## src/rtl/if_fetch_if.sv

```systemverilog
// ============================================================================
// Module   : if_if_id (interface)
// Brief    : Fetch-to-decode pipeline register bundle carrying {inst, pc}.
// Revision : 1.0
// ============================================================================
`default_nettype none

interface if_if_id #(
    parameter int XLEN = 32
);
    logic [XLEN-1:0] inst;
    logic [XLEN-1:0] pc;

    modport out    (output inst, output pc);
    modport in     (input  inst, input  pc);
    modport master (output inst, output pc);
    modport slave  (input  inst, input  pc);
endinterface

`default_nettype wire

```

## src/rtl/if_fetch.sv

```systemverilog
// ============================================================================
// Module   : if_fetch
// Brief    : Instruction fetch stage with a 2-entry fetched-word buffer,
//            IF/ID back-pressure and execute-stage redirect handling.
// Revision : 1.0
// ============================================================================
`default_nettype none

module if_fetch #(
    parameter int              XLEN       = 32,
    parameter logic [XLEN-1:0] RESET_PC   = XLEN'(32'h8000_0000),
    parameter logic [XLEN-1:0] NOP_INST   = XLEN'(32'h0000_0013),
    parameter logic [XLEN-1:0] BUBBLE_PC  = XLEN'(32'hffff_ffff),
    parameter int              FIFO_DEPTH = 2
) (
    input  wire logic            clk,
    input  wire logic            rst_n,
    output logic                 imem_req,
    output logic [XLEN-1:0]      imem_addr,
    input  wire logic            imem_gnt,
    input  wire logic            imem_rvalid,
    input  wire logic [XLEN-1:0] imem_rdata,
    input  wire logic            if_id_stalled,
    input  wire logic            redirect_valid,
    input  wire logic [XLEN-1:0] redirect_pc,
    if_if_id.out                 if_if_id_id
);

    localparam logic [XLEN-1:0] c_ALIGN_MASK = ~XLEN'(3);
    localparam logic [XLEN-1:0] c_PC_STEP    = XLEN'(4);

    typedef enum logic [1:0] {
        S_REQ   = 2'd0,
        S_WAIT  = 2'd1,
        S_DRAIN = 2'd2
    } state_t;

    state_t          r_state;
    state_t          w_state_nxt;
    logic [XLEN-1:0] r_fetch_pc;
    logic [XLEN-1:0] r_req_pc;
    logic [XLEN-1:0] r_inst [FIFO_DEPTH];
    logic [XLEN-1:0] r_pc   [FIFO_DEPTH];
    logic            r_rd_ptr;
    logic            r_wr_ptr;
    logic [1:0]      r_count;

    logic            w_head_valid;
    logic            w_pop;
    logic            w_push;
    logic            w_hs;
    logic [1:0]      w_count_after_pop;

    assign w_head_valid      = (r_count != 2'd0) && !redirect_valid;
    assign w_pop             = w_head_valid && !if_id_stalled;
    assign w_push            = (r_state == S_WAIT) && imem_rvalid && !redirect_valid;
    assign w_count_after_pop = r_count - {1'b0, w_pop};
    assign w_hs              = imem_req && imem_gnt;

    assign if_if_id_id.inst = w_head_valid ? r_inst[r_rd_ptr] : NOP_INST;
    assign if_if_id_id.pc   = w_head_valid ? r_pc[r_rd_ptr]   : BUBBLE_PC;

    // Request is held off while reset is asserted so it reads low immediately.
    always_comb begin
        w_state_nxt = r_state;
        imem_req    = 1'b0;
        imem_addr   = r_fetch_pc;
        case (r_state)
            S_REQ: begin
                imem_req = rst_n && (w_count_after_pop <= 2'd1);
                if (imem_req && imem_gnt) begin
                    w_state_nxt = redirect_valid ? S_DRAIN : S_WAIT;
                end
            end
            S_WAIT: begin
                if (imem_rvalid) begin
                    w_state_nxt = S_REQ;
                end else if (redirect_valid) begin
                    w_state_nxt = S_DRAIN;
                end
            end
            S_DRAIN: begin
                if (imem_rvalid) begin
                    w_state_nxt = S_REQ;
                end
            end
            default: w_state_nxt = S_REQ;
        endcase
    end

    always_ff @(posedge clk or negedge rst_n) begin
        if (!rst_n) begin
            r_state    <= S_REQ;
            r_fetch_pc <= RESET_PC;
            r_req_pc   <= RESET_PC;
            r_rd_ptr   <= 1'b0;
            r_wr_ptr   <= 1'b0;
            r_count    <= 2'd0;
        end else begin
            r_state <= w_state_nxt;
            if (w_hs) begin
                r_req_pc <= r_fetch_pc;
            end
            if (redirect_valid) begin
                r_fetch_pc <= redirect_pc & c_ALIGN_MASK;
                r_rd_ptr   <= 1'b0;
                r_wr_ptr   <= 1'b0;
                r_count    <= 2'd0;
            end else begin
                if (w_hs) begin
                    r_fetch_pc <= r_fetch_pc + c_PC_STEP;
                end
                if (w_push) begin
                    r_wr_ptr <= ~r_wr_ptr;
                end
                if (w_pop) begin
                    r_rd_ptr <= ~r_rd_ptr;
                end
                r_count <= r_count + {1'b0, w_push} - {1'b0, w_pop};
            end
        end
    end

    // Buffer payload needs no reset: it is only visible while r_count is non-zero.
    always_ff @(posedge clk) begin
        if (w_push) begin
            r_inst[r_wr_ptr] <= imem_rdata;
            r_pc[r_wr_ptr]   <= r_req_pc;
        end
    end

endmodule

`default_nettype wire

```

## src/flat_wrapper.sv

```systemverilog
// flat-port wrapper written by rule: the top's interface ports become plain ports
module if_fetch_flat 
#(
    parameter int              XLEN       = 32,
    parameter logic [XLEN-1:0] RESET_PC   = XLEN'(32'h8000_0000),
    parameter logic [XLEN-1:0] NOP_INST   = XLEN'(32'h0000_0013),
    parameter logic [XLEN-1:0] BUBBLE_PC  = XLEN'(32'hffff_ffff),
    parameter int              FIFO_DEPTH = 2
)
  (clk, rst_n, imem_req, imem_addr, imem_gnt, imem_rvalid, imem_rdata, if_id_stalled, redirect_valid, redirect_pc, if_if_id_id_inst, if_if_id_id_pc);
  if_if_id #(.XLEN(XLEN)) if_if_id_id_i ();
  input  wire logic clk;
  input  wire logic rst_n;
  output logic imem_req;
  output logic [XLEN-1:0] imem_addr;
  input  wire logic imem_gnt;
  input  wire logic imem_rvalid;
  input  wire logic [XLEN-1:0] imem_rdata;
  input  wire logic if_id_stalled;
  input  wire logic redirect_valid;
  input  wire logic [XLEN-1:0] redirect_pc;
  output wire logic [$bits(if_if_id_id_i.inst)-1:0] if_if_id_id_inst;
  output wire logic [$bits(if_if_id_id_i.pc)-1:0] if_if_id_id_pc;
  assign if_if_id_id_inst = if_if_id_id_i.inst;
  assign if_if_id_id_pc = if_if_id_id_i.pc;
  if_fetch #(.XLEN(XLEN), .RESET_PC(RESET_PC), .NOP_INST(NOP_INST), .BUBBLE_PC(BUBBLE_PC), .FIFO_DEPTH(FIFO_DEPTH)) u_core (.clk(clk), .rst_n(rst_n), .imem_req(imem_req), .imem_addr(imem_addr), .imem_gnt(imem_gnt), .imem_rvalid(imem_rvalid), .imem_rdata(imem_rdata), .if_id_stalled(if_id_stalled), .redirect_valid(redirect_valid), .redirect_pc(redirect_pc), .if_if_id_id(if_if_id_id_i));
endmodule
```

## config.mk

```make
export PLATFORM = sky130hd
export DESIGN_NAME = if_fetch_flat
export DESIGN_NICKNAME = d
export VERILOG_FILES = /design/src/rtl/if_fetch_if.sv /design/src/rtl/if_fetch.sv /design/src/flat_wrapper.sv
export SDC_FILE = /design/constraint.sdc
export NUM_CORES = 1
export LEC_CHECK = 0
export CORE_AREA = 2 2 155 218
export CTS_CLUSTER_SIZE = 10
export DETAILED_ROUTE_END_ITERATION = 12
export DIE_AREA = 0 0 157 220
export MAX_ROUTING_LAYER = met4
export PLACE_DENSITY = 0.41
export SYNTH_ARGS = -nofsm -noshare
export SYNTH_HDL_FRONTEND = slang
export SYNTH_SLANG_ARGS = --single-unit
export TNS_END_PERCENT = 1
```

## constraint.sdc

```tcl
create_clock -name clk -period 10.4 [get_ports clk]
set_clock_uncertainty 0.2 [all_clocks]
set_input_delay 2.6 -clock clk [delete_from_list [all_inputs] [get_ports clk]]
set_output_delay 2.6 -clock clk [all_outputs]
set_load 0.005 [all_outputs]
```

## Word level (Yosys, flattened, before mapping)

Memories as Yosys holds them, arrays and structs flattened.
Cells that the tools add are included.

| storage, ports and cells | value |
|---|---|
| bits in registers | 70 |
| memory bits (writable) | 128 |
| logic and storage cells | 53 |
| memories | 2 |

| operators by class | value |
|---|---|
| add/subtract/negate cells | 4 |
| $lt $le $gt $ge | 1 |
| eq/ne operators | 5 |
| multiplexer cells | 18 |
| bitwise logic cells | 2 |
| reductions and logical operators | 15 |

Memory list:

| name | words | bits a word | read ports | clocked after Yosys merged registers in | write ports | RTL line | text |
|---|---|---|---|---|---|---|---|
| u_core.r_inst | 2 | 32 | 1 | 0 | 1 | if_fetch.sv:42 | `logic [XLEN-1:0] r_inst [FIFO_DEPTH];` |
| u_core.r_pc | 2 | 32 | 1 | 0 | 1 | if_fetch.sv:43 | `logic [XLEN-1:0] r_pc [FIFO_DEPTH];` |

Operators with widths:

| cell | number |
|---|---|
| $mux W32 | 4 |
| $add A32 B3 Y32 const B | 1 |
| $mux W2 | 6 |
| $reduce_bool A2 Y1 | 4 |
| $logic_and A1 B1 Y1 | 7 |
| $mux W1 | 7 |
| $pmux W2 S3 | 1 |
| $sub A2 B1 Y2 | 2 |
| $ne A3 B3 Y1 const B | 1 |
| $reduce_and A3 Y1 | 1 |
| $add A2 B1 Y2 | 1 |
| $eq A2 B1 Y1 const B | 1 |
| $eq A2 B2 Y1 const B | 1 |
| $le A2 B1 Y1 const B | 1 |
| $logic_not A1 Y1 | 2 |
| $logic_not A2 Y1 | 1 |
| $ne A2 B1 Y1 const B | 1 |
| $ne A2 B2 Y1 const B | 1 |
| $not A1 Y1 | 2 |

## Depth between registers and ports, before layout

Gate-level depths: netlist (run 1).

| depth | value |
|---|---|
| word-level depth | 10 |
| gate-level depth with buffers | 8 |
| gate-level depth less buffers | 8 |

## Worst setup path before layout (run 1)

Ideal clock, no wire load.

| timing path | value |
|---|---|
| path kind | input-to-reg |
| start point | in redirect_valid |
| end point | mem u_core.r_inst[0][0], enable pin |
| arrival | 8962 ps |
| required time | 9565 ps |
| slack | 603 ps |
| cell stages on the path | 3 |
| path buffers | 2 |
| cell sequence | clkbuf_1 clkbuf_1 nor4_1 |

| between the ends | value |
|---|---|
| word-level cells in the longest chain between the ends | 4 |

Ends and longest elaborated chain:

| item | RTL line | text |
|---|---|---|
| start: declaration | flat_wrapper.sv:20 | `input wire logic redirect_valid;` |
| $logic_not A1 Y1 | if_fetch.sv:56 | `assign w_push = (r_state == S_WAIT) && imem_rvalid && !redirect_valid;` |
| $logic_and A1 B1 Y1 | if_fetch.sv:56 |  |
| $mux W1 | if_fetch.sv:126 | `if (w_push) begin` |
| $mux W1 (implied by the code) | if_fetch.sv:127 | `r_inst[r_wr_ptr] <= imem_rdata;` |
| end: declaration | if_fetch.sv:42 |  |

Every way passes these cells.

## Worst setup path in the final report (run 1)

| timing path | value |
|---|---|
| start point | in redirect_valid |
| end point | out if_if_id_id_pc[1] |

| between the ends | value |
|---|---|
| word-level cells in the longest chain between the ends | 3 |

Ends and longest elaborated chain:

| item | RTL line | text |
|---|---|---|
| $logic_not A1 Y1 | if_fetch.sv:54 | `assign w_head_valid = (r_count != 2'd0) && !redirect_valid;` |
| $logic_and A1 B1 Y1 | if_fetch.sv:54 |  |
| $mux W32 | if_fetch.sv:61 | `assign if_if_id_id.pc = w_head_valid ? r_pc[r_rd_ptr] : BUBBLE_PC;` |
| end: declaration | flat_wrapper.sv:23 | `output wire logic [$bits(if_if_id_id_i.pc)-1:0] if_if_id_id_pc;` |

Every way passes these cells.

==> impl_metrics.toml, run 1 <==
[status]
status = "finished, final reports clean"

[setup_path]
path_buf_inv = 5
crit_slowest_cell = "inv_1"
worstPathArrival_ns = 5.36
crit_type = "input pin to output port"
crit_fanout = 48
cp.required_ns = 7.60
crit_path_start_kind = "input pin"
critPathMaxStageDelay_ns = 0.82
cp-end-kind = "output port"
crit_family = "buffers and inverters"
path_cells = "clkdlybuf4s50_1, buf_4, nor2_2, buf_4, inv_1, clkdlybuf4s50_1"

[timing]
slew_headroom_pct = 29.48
timing.final.crit_share_pct = 78.45
setup_viol = 0
max_freq_mhz = 122.6
tns_ns = 0
period_needed_ns = 8.159
rsz0062_at_grt = "false"
hold_viol = 0
maxSlewViolCount = 0
layout_setup_ws_ns = 2.241
worstMarginPinSlew_ns = 1.057

[routing]
final_antenna_net_count = 0
vias = 5582
wl_um = 21840
drc = 0
first_iter_violations = 283
drtPass1Iterations = 4
vias_per_cell = 4.413
wl_per_cell_um = 17.27

[clock_network]
holdBufCountCts = 0
clock_path_buffers = 2
cts_resized = 0
cts_tree = "yes"
clk_latency_ns = 0.44
cts_max_level = 4
cts_sinks = 190
cts_setup_buffers = 0
root_buffer = "clkbuf_16"
path_clk_slew_ns = 0.07
cts_buffers = 17

[global_routing]
grt_pass1_vias = 5436
grt_pass1_wl_um = 33060
grt_max_degree = 64
antenna_found_initial = 0
grt_overflow_total = 0
grt_use_total_pct = 13.38

[cells_and_area]
drive_gt1_share_pct = 6.585
final_cells = 1265
layout.nets = 879
antenna_cells = 0
fillers = 3322
syn_to_final_growth_pct = 33.45
postLayoutCellArea_sq_um = 10740

[die]
die_y_um = 220
initial_core_util_pct = 24.60
die-area_sq_um = 34540
rows = 79
core-area_sq_um = 32720
ioPinCount = 167
die_x_um = 157

[hold_path]
hp-class = "register to register"

[power_and_ir_drop]
max-vdd-ir-drop_mv = 0.08600
finalPower_mw = 1.737
power_density_nw_per_um2 = 161.7
leakage_nw = 3.659

[yosys]
ys.flop_type = "edfxtp_1"
ys_ff_latch = 190
syn_area_per_cell_sq_um = 12.29
ys_seq_area_share_pct = 66.81
yosys_warnings = 0
async_reset_ff_share_pct = 34.74
synth_edf_count = 124
synthDistinctLibCells = 52
syn_area_sq_um = 8049
syn_inst = 655

[placement]
dpl.hpwl_um = 14120
preCtsSetupSlack_ns = 2.111
dpl.cell_count = 1233
gp_congestion = 0.7464
port_buffers = 162
dpl_cell_area_sq_um = 10150

[flow_run]
drv_cap = 0
==> per-layer routing <==
layer  share of wire (%)  vias to the layer above  wire [um]  global-route usage [%]
li1                    -                     2688          -                       -
met1                  43                     2722       9341                   15.72
met2                  52                      156      11310                   22.79
met3                 4.2                       16        914                   2.989
met4                 1.3                        0        275                   4.159
met5                   0                        -          0                       -
==> synthesized netlist by cell type (3+ instances only) <==
cell type	count	share of area [%]
nand2_1	137	6.4
edfxtp_1	124	46
dfrtp_1	64	20
mux2i_1	63	7.8
nor2_1	55	2.6
clkbuf_1	19	0.89
o21ai_0	18	1.1
nand3_1	15	0.93
nand4_1	15	1.2
a31oi_1	14	1.1
or4_1	12	1.1
buf_1	11	0.51
o31ai_1	11	1.0
nor3_1	9	0.56
nor4_1	9	0.70
inv_1	6	0.28
or3_1	6	0.47
a21oi_1	5	0.31
and3_1	4	0.31
buf_4	4	0.37
nor2b_1	4	0.31
o31a_1	4	0.44
xnor2_1	4	0.44
buf_2	3	0.19
nand2b_1	3	0.23
xor2_1	3	0.33
==> sequential cells by signal (all words and copies together) (netlist names) <==
signal,count
u_core.r_inst,64
u_core.r_rd_ptr,1
u_core.r_state,2
u_core.r_req_pc,30
u_core.r_pc,60
u_core.r_count,2
u_core.r_wr_ptr,1
u_core.imem_addr,30
==> report_power, final <==
group / switching, mW / internal, mW / total [mW]
clock: 0.288 / 0.378 / 0.666
sequential: 0.0465 / 0.865 / 0.912
combinational: 0.0775 / 0.0817 / 0.159
total: 0.412 / 1.32 / 1.74
==> cell families after synthesis <==
family                     share of synthesized area [%]
and+or+nand+nor                                    16.14
buffers and inverters                              2.301
other                                            0.04659
muxes                                              7.974
adders and majority gates                         0.3108
AOI/OAI and AO/OA                                  5.658
xor gates and xnor gates                          0.7617
DFF                                                66.81
==> worst register-to-register path: stages, from the launching register on <==
cell and delay (ns):
dfrtp_1 0.44, nor2_1 0.20, nor2_2 0.04, buf_4 0.28, inv_1 0.83, nor2_1 0.18, xor2_1 0.21, ha_1 0.29
nor2b_1 0.12
==> path summary, 6_finish.rpt <==
path	from	to	slack [ns]	depth (start not counted)
min in group asynchronous	rst_n	u_core.r_req_pc[2]$_DFFE_PN0P_	1.78	1
worst max register to register	u_core.r_count[0]$_DFF_PN0_	u_core.r_count[0]$_DFF_PN0_	7.48	8
max in group asynchronous	rst_n	u_core.r_rd_ptr$_DFFE_PN0P_	7.01	2
worst min-delay path	u_core.r_req_pc[17]$_DFFE_PN0P_	u_core.r_pc[0][17]$_DFFE_PP_	0.26	0
worst min register to register	u_core.r_req_pc[17]$_DFFE_PN0P_	u_core.r_pc[0][17]$_DFFE_PP_	0.26	0
worst max-delay path	redirect_valid	if_if_id_id_pc[1]	2.24	6
==> cell usage in the layout (no fill, tap or decap), types with 9 or more instances in the layout <==
cell / Yosys / final
nand4_1: 15 / 15
or4_1: 12 / 12
nor3_1: 9 / 9
clkdlybuf4s50_1: 0 / 161
clkbuf_16: 0 / 17
nor2_1: 55 / 53
buf_4: 4 / 9
dfrtp_1: 64 / 63
nand3_1: 15 / 15
edfxtp_1: 124 / 124
nand2_1: 137 / 136
a31oi_1: 14 / 14
mux2i_1: 63 / 63
o31ai_1: 11 / 11
o21ai_0: 18 / 18
==> area by class of cell <==
| type | instances | area (sq um) | share of cell area, % |
|---|---|---|---|
| Clock buffer | 18 | 429.2 | 3.995 |
| Inverter | 6 | 22.52 | 0.2097 |
| Clock inverter | 14 | 166.4 | 1.549 |
| Tap cell | 445 | 556.8 | 5.183 |
| Sequential cell | 190 | 5381 | 50.10 |
| Timing Repair Buffer | 170 | 1679 | 15.63 |
| Multi-Input combinational cell | 422 | 2506 | 23.33 |
==> through the flow <==
step                hold WS [ns]  utilization (%)
floorplan                 0.2419                -
global placement          0.2480            31.01
detailed placement        0.2566            31.01
CTS                       0.2683            32.83
global route              0.2825            32.83
finish                    0.2624            32.83
(Power assumes the default switching activity.)
==> inputs of run 2 (changes only) <==
PLACE_DENSITY = 0.42   (was 0.41)
clock period = 6.9 ns   (was 10.4 ns; I/O delays follow)
==> run 2 against run 1 <==
  * Via count grew 0.50%
  * Clock power grew 42%
  * Clock-buffer cell count grew 5
  * Critical path depth is the same
  * Die area is the same
==> impl_metrics.toml, run 2 (same netlist as run 1, synthesis figures left out) <==
[clock_network]
cts_max_level = 4
cts_setup_buffers = 0
clock_path_buffers = 2
path_clk_slew_ns = 0.07
cts_buffers = 17
cts_sinks = 190
cts_resized = 0
clk_latency_ns = 0.44
root_buffer = "clkbuf_16"
cts_tree = "yes"
holdBufCountCts = 0

[cells_and_area]
antenna_cells = 0
top_register = "u_core.r_inst"
multiInputGateArea_sq_um = 2515
final_cell_mix = "161 x clkdlybuf4s50_1, 136 x nand2_1, 124 x edfxtp_1"
fillers = 3328
reg_top3 = "u_core.r_inst: 64 flops, u_core.r_pc: 60 flops"
final_common_cell = "clkdlybuf4s50_1"
layout.nets = 880
syn_to_final_growth_pct = 33.16
drive_gt1_share_pct = 6.456
largest_register_ff_count = 64
postLayoutCellArea_sq_um = 10720
regArea_sq_um = 5381

[timing]
setup_viol = 0
worstMarginPinSlew_ns = 1.069
timing.final.crit_share_pct = 78.69
rsz0062_at_grt = "false"
maxSlewViolCount = 0
period_needed_ns = 5.430
tns_ns = 0
slew_headroom_pct = 28.67
hold_viol = 0
max_freq_mhz = 184.2

[setup_path]
critPathMaxStageDelay_ns = 0.54
crit_slowest_cell = "clkdlybuf4s50_1"
path_cells = "clkdlybuf4s50_1, o31ai_2, buf_4, nand2_1, nor3_1, clkdlybuf4s50_1"
crit_family = "buffers and inverters"
path_buf_inv = 3
crit_type = "input pin to output port"
cp.required_ns = 4.97
worstPathArrival_ns = 3.50
cp-end-kind = "output port"
crit_fanout = 9
cp_common_cell = "clkdlybuf4s50_1"
crit_path_start_kind = "input pin"

[power_and_ir_drop]
swShare_pct = 24.09
comb_power_share_pct = 9.4
p_sw_mw = 0.6172
power_density_nw_per_um2 = 239.1
power.internal_mw = 1.945
leakage_nw = 3.650
max-vdd-ir-drop_mv = 0.1501
seqPwrFrac_pct = 53.8
clkPwrFrac_pct = 36.9

[routing]
drtPass1Iterations = 4
vias = 5610
final_antenna_net_count = 0
wl_per_cell_um = 17.38
wl_um = 22010
vias_per_cell = 4.431
first_iter_violations = 322
drc = 0

[placement]
dpl.hpwl_um = 14180
dpl_cell_area_sq_um = 10160
port_buffers = 162
gp_congestion = 0.7452

[die]
core-area_sq_um = 32720
ioPinCount = 167
rows = 79
die_x_um = 157
initial_core_util_pct = 24.60
die-area_sq_um = 34540
die_y_um = 220

[hold_path]
hp-class = "register to register"

[global_routing]
grt_overflow_total = 0
grt_use_total_pct = 13.48
grt_pass1_wl_um = 33510
grt_pass1_vias = 5707
antenna_found_initial = 0
grt_max_degree = 70

[status]
status = "finished, final reports clean"

[flow_run]
drv_cap = 0
## run 2: power by group through the flow
stage | clock network [mW] | logic, mW | registers (mW)
after floorplan | 0 | 0.119 | 1.37
after global placement | 0 | 0.241 | 1.40
after detailed placement | 0 | 0.244 | 1.40
after CTS | 0.982 | 0.246 | 1.38
after global routing | 1.02 | 0.268 | 1.39
final | 0.944 | 0.240 | 1.38
## run 2: layout make-up
cell class | count | share of cell area (%)
sequential | 190 | 50.21
multi-input combinational | 422 | 23.46
timing repair buffer | 171 | 15.74
tap | 445 | 5.195
clock buffer | 23 | 4.366
clock inverter | 9 | 0.8172
inverter | 6 | 0.2101
## run 2: metrics by stage
step,utilization [%],power (mW),hold WS [ns],instances,setup slack [ns]
detailed placement,31.06,1.647,0.2532,1234,1.476
global placement,31.06,1.640,0.2496,1234,1.456
floorplan,-,1.492,0.2419,656,0.5824
global route,32.76,2.684,0.2915,1266,1.366
finish,32.76,2.562,0.2641,1266,1.470
CTS,32.76,2.607,0.2690,1266,1.459
## run 2: path summary, 6_finish.rpt
kind | end | cells past startpoint | startpoint | slack [ns]
max | imem_req | 6 | redirect_valid | 1.47
min | u_core.r_pc[1][24]$_DFFE_PP_ | 0 | u_core.r_req_pc[24]$_DFFE_PN0P_ | 0.26
max reg2reg | u_core.imem_addr[24]$_DFFE_PN0P_ | 4 | u_core.imem_addr[4]$_DFFE_PN0P_ | 4.20
min reg2reg | u_core.r_pc[1][24]$_DFFE_PP_ | 0 | u_core.r_req_pc[24]$_DFFE_PN0P_ | 0.26
max in group asynchronous | u_core.r_rd_ptr$_DFFE_PN0P_ | 2 | rst_n | 4.41
min in group asynchronous | u_core.r_req_pc[11]$_DFFE_PN0P_ | 2 | rst_n | 1.35
## run 2: worst reg2reg max path: cells and delay by family (launching register included)
family          cells  cell delay (ns)
simple gates        3             1.74
compound gates      1             0.17
flops               1             0.52
## run 2: routing by layer
layer | share of wire, % | vias to the layer above | GRT usage (%)
met5 | 0 | - | -
met4 | 1.4 | 0 | 4.526
met3 | 3.9 | 14 | 2.517
met2 | 52 | 158 | 22.92
met1 | 43 | 2743 | 16.05
li1 | - | 2695 | -
==> inputs of run 3 (changes only) <==
PLACE_DENSITY = 0.41   (was 0.42)
clock period = 5 ns   (was 6.9 ns; I/O delays follow)
==> run 3 against run 2 <==
  * Register-to-register slack got worse by 1.9 ns
  * Flip-flop and latch count did not move
  * Die area did not move
  * Largest cell class unchanged
  * Global-route usage fell by 0.079 points
  * Final area rose by 1.1%
  * Largest power group unchanged
  * Critical endpoint is now if_if_id_id_pc[29]
  * Clock-buffer cell count fell by 3
==> impl_metrics.toml, run 3 (same netlist as run 1, synthesis figures left out) <==
[hold_path]
whs_endpoint = "u_core.r_pc[1][27]$_DFFE_PP_"
hp-class = "register to register"
hp-start = "u_core.r_req_pc[27]$_DFFE_PN0P_"
whs_path_depth = 0

[global_routing]
grt_overflow_total = 0
grt_max_degree = 65
grt_pass1_wl_um = 33300
grt_pass1_vias = 5528
grt_use_total_pct = 13.40
antenna_found_initial = 0

[die]
rows = 79
initial_core_util_pct = 24.60
ioPinCount = 167
die-area_sq_um = 34540
core-area_sq_um = 32720
die_x_um = 157
die_y_um = 220

[clock_network]
clock_path_buffers = 2
cts_setup_buffers = 0
cts_buffers = 17
path_clk_slew_ns = 0.07
cts_sinks = 190
cts_max_level = 4
cts_resized = 0
holdBufCountCts = 0
root_buffer = "clkbuf_16"
clk_latency_ns = 0.45
cts_tree = "yes"

[cells_and_area]
multiInputGateArea_sq_um = 2515
postLayoutCellArea_sq_um = 10830
top_register = "u_core.r_inst"
largest_register_ff_count = 64
antenna_cells = 0
drive_gt1_share_pct = 7.600
regArea_sq_um = 5381
fillers = 3341
reg_top3 = "u_core.r_inst: 64 flops, u_core.r_pc: 60 flops"
final_cell_mix = "161 x clkdlybuf4s50_1, 136 x nand2_1, 124 x edfxtp_1"
final_common_cell = "clkdlybuf4s50_1"
syn_to_final_growth_pct = 34.59
layout.nets = 888
final_cells = 1274

[timing]
worstMarginPinSlew_ns = 1.124
hold_viol = 0
max_freq_mhz = 228.2
hold_slack_ns = 0.2713
period_needed_ns = 4.382
slew_headroom_pct = 24.96
tns_ns = 0
maxSlewViolCount = 0
setup_viol = 0
timing.final.crit_share_pct = 87.63
rsz0062_at_grt = "false"
layout_setup_ws_ns = 0.6184

[routing]
wl_per_cell_um = 17.24
drtPass1Iterations = 4
wl_um = 21970
final_antenna_net_count = 0
drc = 0
vias = 5599
first_iter_violations = 246
vias_per_cell = 4.395

[placement]
dpl_cell_area_sq_um = 10250
port_buffers = 162
dpl.cell_count = 1242
gp_congestion = 0.7652
preCtsSetupSlack_ns = 0.6046
dpl.hpwl_um = 14840

[setup_path]
crit_start = "redirect_valid"
crit_path_start_kind = "input pin"
r2r_slack_ns = 2.26
crit_type = "input pin to output port"
reg2reg_to = "u_core.imem_addr[28]$_DFFE_PN0P_"
crit_fanout = 33
cp-end-kind = "output port"
cp.required_ns = 3.55
worstPathArrival_ns = 2.93
reg2reg_depth = 4
worstReg2RegStart = "u_core.imem_addr[4]$_DFFE_PN0P_"

[status]
status = "finished, final reports clean"

[power_and_ir_drop]
leakage_nw = 3.722
power_density_nw_per_um2 = 331.0
max-vdd-ir-drop_mv = 0.1742

[flow_run]
drv_cap = 0
[run 3: how the worst max path moves through the flow]
stage | to | cells past startpoint
2_1_floorplan | u_core.r_inst[0][0]$_DFFE_PP_ | 3
3_3_place_gp | if_if_id_id_pc[29] | 5
3_5_place_dp | if_if_id_id_pc[29] | 5
4_1_cts | if_if_id_id_pc[29] | 5
5_1_grt | if_if_id_id_pc[29] | 5
6_report | if_if_id_id_pc[29] | 5
[run 3: area by class of cell]
cell class | count | share of cell area [%]
clock inverter | 12 | 0.9818
inverter | 6 | 0.2079
timing repair buffer | 179 | 16.35
clock buffer | 20 | 4.424
tap | 445 | 5.140
sequential | 190 | 49.68
multi-input combinational | 422 | 23.22
[run 3: worst max-delay path: stages]
cell and delay (ns):
clkdlybuf4s50_1 0.52, nor2_2 0.17, buf_4 0.36, nand2_1 0.10, clkdlybuf4s50_1 0.52
[run 3: routing by layer]
metal	global-route usage (%)	part of all wire [%]	wire, um	vias to the layer above
li1	-	-	-	2715
met1	15.80	43	9346	2712
met2	22.68	51	11280	149
met3	2.360	3.9	852	23
met4	5.321	2.2	491	0
met5	-	0	0	-
[run 3: power breakdown]
part | internal [mW] | leakage (nW) | switching (mW)
combinational | 0.174 | 1.52 | 0.163
clock | 0.747 | 0.289 | 0.602
sequential | 1.80 | 1.91 | 0.100
total | 2.72 | 3.72 | 0.866
[run 3: metrics by stage]
stage | power, mW | util [%]
final | 3.586 | 33.11
after global routing | 3.752 | 33.11
after CTS | 3.651 | 33.11
after detailed placement | 2.276 | 31.32
after global placement | 2.269 | 31.32
after floorplan | 2.060 | -
